--- src/rtl/if_id_queue_pkg.sv ---
// Shared pipeline constants for the fetch/decode boundary queue.
// Holds the NOP encoding and the default queue depth.
package if_id_queue_pkg;

  localparam int unsigned IFQ_DEPTH = 2;

  localparam logic [31:0] NOP = 32'h0000_0000;

  localparam int unsigned IFQ_ENTRY_W = 64;

endpackage

--- src/rtl/if_id_queue_entry_ram.sv ---
// Entry storage for the IF/ID queue: one sync write, one async read.
// Contents are qualified by the control pointers, so no reset here.
module ifid_entry_ram
  import if_id_queue_pkg::*;
#(
  parameter int DEPTH = IFQ_DEPTH,
  parameter int AW    = $clog2(DEPTH)
) (
  input  logic                   clk,
  input  logic                   we,
  input  logic [AW-1:0]          waddr,
  input  logic [IFQ_ENTRY_W-1:0] wdata,
  input  logic [AW-1:0]          raddr,
  output logic [IFQ_ENTRY_W-1:0] rdata
);

  logic [IFQ_ENTRY_W-1:0] mem_q [DEPTH];

  always_ff @(posedge clk) begin
    if (we) begin
      mem_q[waddr] <= wdata;
    end
  end

  assign rdata = mem_q[raddr];

endmodule

--- src/rtl/if_id_queue.sv ---
// IF/ID decoupling queue: fetch pushes on hit, decode pops on ready,
// a taken branch flushes everything; also counts miss cycles.
module if_id_queue
  import if_id_queue_pkg::*;
#(
  parameter int DEPTH = IFQ_DEPTH
) (
  input  logic        Clk,
  input  logic        Rst,
  input  logic [31:0] inst,
  input  logic [31:0] pcPlusFour,
  input  logic        hit,
  input  logic        PCSrc,
  input  logic        idReady,
  output logic [31:0] idInst,
  output logic [31:0] idPcPlusFour,
  output logic        idValid,
  output logic        fetchStall,
  output logic [15:0] missCount
);

  localparam int PW = $clog2(DEPTH);
  localparam int OW = PW + 1;

  logic [PW-1:0] rd_ptr_q, rd_ptr_d;
  logic [PW-1:0] wr_ptr_q, wr_ptr_d;
  logic [OW-1:0] occ_q, occ_d;
  logic          full_q, full_d;
  logic [15:0]   miss_q, miss_d;

  logic          push;
  logic          pop;
  logic          valid;
  logic [63:0]   rdata;

  assign valid = (occ_q != '0);

  always_comb begin
    rd_ptr_d = rd_ptr_q;
    wr_ptr_d = wr_ptr_q;
    occ_d    = occ_q;
    miss_d   = miss_q;
    push     = hit && !full_q && !PCSrc;
    pop      = valid && idReady && !PCSrc;

    if (!hit && (miss_q != 16'hFFFF)) begin
      miss_d = miss_q + 16'd1;
    end

    if (PCSrc) begin
      rd_ptr_d = '0;
      wr_ptr_d = '0;
      occ_d    = '0;
    end else begin
      if (push) begin
        wr_ptr_d = wr_ptr_q + PW'(1);
      end
      if (pop) begin
        rd_ptr_d = rd_ptr_q + PW'(1);
      end
      if (push && !pop) begin
        occ_d = occ_q + OW'(1);
      end else if (pop && !push) begin
        occ_d = occ_q - OW'(1);
      end
    end

    // Registered so fetch never sees a path from idReady or hit.
    full_d = (occ_d == OW'(DEPTH));
  end

  always_ff @(posedge Clk) begin
    if (Rst) begin
      rd_ptr_q <= '0;
      wr_ptr_q <= '0;
      occ_q    <= '0;
      full_q   <= 1'b0;
      miss_q   <= '0;
    end else begin
      rd_ptr_q <= rd_ptr_d;
      wr_ptr_q <= wr_ptr_d;
      occ_q    <= occ_d;
      full_q   <= full_d;
      miss_q   <= miss_d;
    end
  end

  ifid_entry_ram #(
    .DEPTH (DEPTH)
  ) u_ram (
    .clk   (Clk),
    .we    (push),
    .waddr (wr_ptr_q),
    .wdata ({pcPlusFour, inst}),
    .raddr (rd_ptr_q),
    .rdata (rdata)
  );

  assign idValid      = valid;
  assign idInst       = valid ? rdata[31:0]  : NOP;
  assign idPcPlusFour = valid ? rdata[63:32] : 32'h0;
  assign fetchStall   = full_q;
  assign missCount    = miss_q;

endmodule

--- config.mk ---
export PLATFORM = sky130hd
export DESIGN_NAME = if_id_queue
export DESIGN_NICKNAME = d
export VERILOG_FILES = /design/src/rtl/if_id_queue_pkg.sv /design/src/rtl/if_id_queue_entry_ram.sv /design/src/rtl/if_id_queue.sv
export SDC_FILE = /design/constraint.sdc
export NUM_CORES = 1
export LEC_CHECK = 0
export ABC_CLOCK_PERIOD_IN_PS = 9900
export CAP_MARGIN = 20
export CORE_MARGIN = 2
export CORE_UTILIZATION = 40
export DETAILED_ROUTE_END_ITERATION = 7
export PLACE_DENSITY_LB_ADDON = 0.3
export SLEW_MARGIN = 25
export SYNTH_ARGS = -nofsm -noshare
export SYNTH_HDL_FRONTEND = slang
export SYNTH_SLANG_ARGS = --single-unit
--- constraint.sdc ---
create_clock -name Clk -period 9.9 [get_ports Clk]
set_clock_uncertainty 0.2 [all_clocks]
set_input_delay 1.98 -clock Clk [delete_from_list [all_inputs] [get_ports Clk]]
set_output_delay 1.98 -clock Clk [all_outputs]
set_load 0.005 [all_outputs]
==> reports/metrics.csv <==
metric,value,unit
cts_max_level,4,
synth_fp_nets,479,
path_class,flip-flop to output pin,
startpoint_type,flip-flop,
timing.final.crit_period,4.635,ns
clockBufferDepth,2,
crit_path_max_fanout,45,
placed_area,0.007639,mm²
yosysSeqAreaShare,72.13,%
place_ws,5.648,ns
setup_viol,0,
cts-resized-gates,0,
final_util,56.76,%
nFillCells,1204,
wl_met2,6094,µm
tightest_slew,0.8294,ns
cts-root-buf,clkbuf_16,
postCtsHoldBufs,0,
crit_arrival,2.45,ns
status,completed,
vias_per_cell,5.034,
slew_violations,0,
design_area,0.008249,mm²
start_util,40.87,%
dp_hpwl,8236,µm
finalSetupTns,0,ns
cts_buffers,17,
synth_cell_types,37,
fin_ws,5.265,ns
die_area,0.01584,mm²
vias,3811,
grt_pass1_wl,19760,µm
power_leakage,2.637,nW
wirelength,12490,µm
fin_crit_sh,46.81,%
rsz0062_at_grt,no,
mostFrequentLayoutCells,"150 x clkdlybuf4s50_1, 128 x edfxtp_1, 73 x nor2_1, 65 x mux2i_1, 21 x dfxtp_1",
gp_congestion,0.7944,
layout_commonest_cell,clkdlybuf4s50_1,
wire_per_inst,16.50,µm
syn_inst,408,
drc,0,
cts_tree,yes,
port_buffers,150,
hp-class,flip-flop to flip-flop,
max_freq,0.2158,GHz
grt_max_degree,46,
first_pass_iters,4,
path_clk_slew,0.06,ns
die_x,125.9,µm
overflow,0,
grt_pass1_vias,3980,
fin_nets,631,
core_area,0.01453,mm²
hold_viol,0,
drt_iter0_markers,228,
wl_met1,5337,µm
yosysTopAreaCell,edfxtp_1,
drive_gt1_share,7.155,%
synth.area.top_cells,"edfxtp_1 65%, mux2i_1 11%, dfxtp_1 7.4%",
syn_to_final_growth,38.89,%
maxCapViolCount,0,
top_layer,met4,
relSlewSlack,44.53,%
num_antenna_cells,0,
wl_met3,863,µm
grt_antenna_before_repair,0,
yosysWarnings,0,
synth_top_area_share,64.71,%
dieHeight,125.9,µm
crit_path_end_kind,output pin,
post_cts_buffers,0,
clkSinkCount,150,
grt_use_total,16.03,%
rows,44,
synth_area,0.005939,mm²
top_level_ports,151,
power_density,180.1,mW/mm²
ys_ff_latch,150,
clock_latency,0.41,ns
critPathRequiredTime,7.72,ns
syn_area_per_cell,14.56,µm²
ir_worst_vdd,86.45,µV
ant_nets,0,
==> through the flow <==
stage                     hold WS (ns)  total power, mW  instances
final                           0.3131            1.485        757
after CTS                       0.3162            1.501        757
after detailed placement        0.3008           0.8459        725
after global placement          0.2840           0.8423        724
after floorplan                 0.2803           0.7704        408
after global routing            0.3435            1.539        757
==> cell families (layout without fill, tap and decap cells) <==
family,Yosys count,after routing,synth area share (%)
flip-flops,150,150,72.13
AND/OR/NAND/NOR,131,131,10.72
multiplexers,65,65,10.95
buffers and inverters,31,196,2.423
AO/OA/AOI/OAI,25,25,2.528
XOR/XNOR,4,4,0.8216
adder cells (fa/ha/maj),2,2,0.4213
==> sequential cells by signal, summed over array words and instances, names as in the netlist, named ones only <==
name	count
wr_ptr_q	1
rd_ptr_q	1
u_ram.mem_q	128
occ_q	2
missCount	16
fetchStall	1
==> cell type report <==
| type | instances | area [µm²] | share of cell area (%) |
|---|---|---|---|
| clock inverter | 15 | 185.2 | 2.245 |
| tap | 184 | 230.2 | 2.791 |
| inverter | 8 | 30.03 | 0.3640 |
| clock buffer | 17 | 425.4 | 5.157 |
| multi-input combinational | 227 | 1524 | 18.47 |
| sequential | 150 | 4288 | 51.98 |
| timing repair buffer | 156 | 1567 | 18.99 |
==> path summary, 6_finish.rpt <==
check           startpoint            end  slack (ns)  depth (start not counted)
max               occ_q[0]      idInst[2]        5.27                          5
min          missCount[15]  missCount[15]        0.31                          1
max reg2reg       occ_q[0]     fetchStall        7.88                          6
min reg2reg  missCount[15]  missCount[15]        0.31                          1
==> critical path: stages, from the launching register on <==
cell             delay, ns
dfxtp_1               0.31
inv_1                 0.06
ha_2                  0.48
buf_4                 0.51
nor2_1                0.18
clkdlybuf4s50_1       0.48
==> power by group <==
part | total (mW) | internal (mW) | switching (mW)
registers | 0.713 | 0.706 | 0.00653
clock network | 0.655 | 0.418 | 0.237
logic | 0.118 | 0.0677 | 0.0504
==> Yosys cell counts, drive strengths merged <==
| cell type | instances |
|---|---|
| a21oi | 9 |
| o31a | 2 |
| inv | 8 |
| clkbuf | 13 |
| nand3 | 6 |
| xnor3 | 1 |
| nor2 | 73 |
| a31oi | 3 |
| nor4 | 5 |
| and3 | 2 |
| buf | 10 |
| or2b | 1 |
| a221oi | 1 |
| edfxtp | 128 |
| o21ba | 1 |
| a211oi | 1 |
| nand2 | 6 |
| o31ai | 1 |
| or3 | 6 |
| xnor2 | 3 |
| nand2b | 2 |
| or4 | 1 |
| nand4 | 6 |
| nor2b | 2 |
| and4b | 2 |
| nor3 | 14 |
| mux2i | 65 |
| and2 | 2 |
| dfxtp | 22 |
| ha | 2 |
| nor4b | 1 |
| nor3b | 2 |
| o21ai | 7 |
==> layer usage <==
| layer | track usage [%] | vias to the layer above |
|---|---|---|
| li1 | - | 1815 |
| met1 | 19.76 | 1844 |
| met2 | 26.61 | 135 |
| met3 | 5.140 | 17 |
| met4 | 5.882 | 0 |
| met5 | 0 | - |
(Power assumes the default switching activity.)
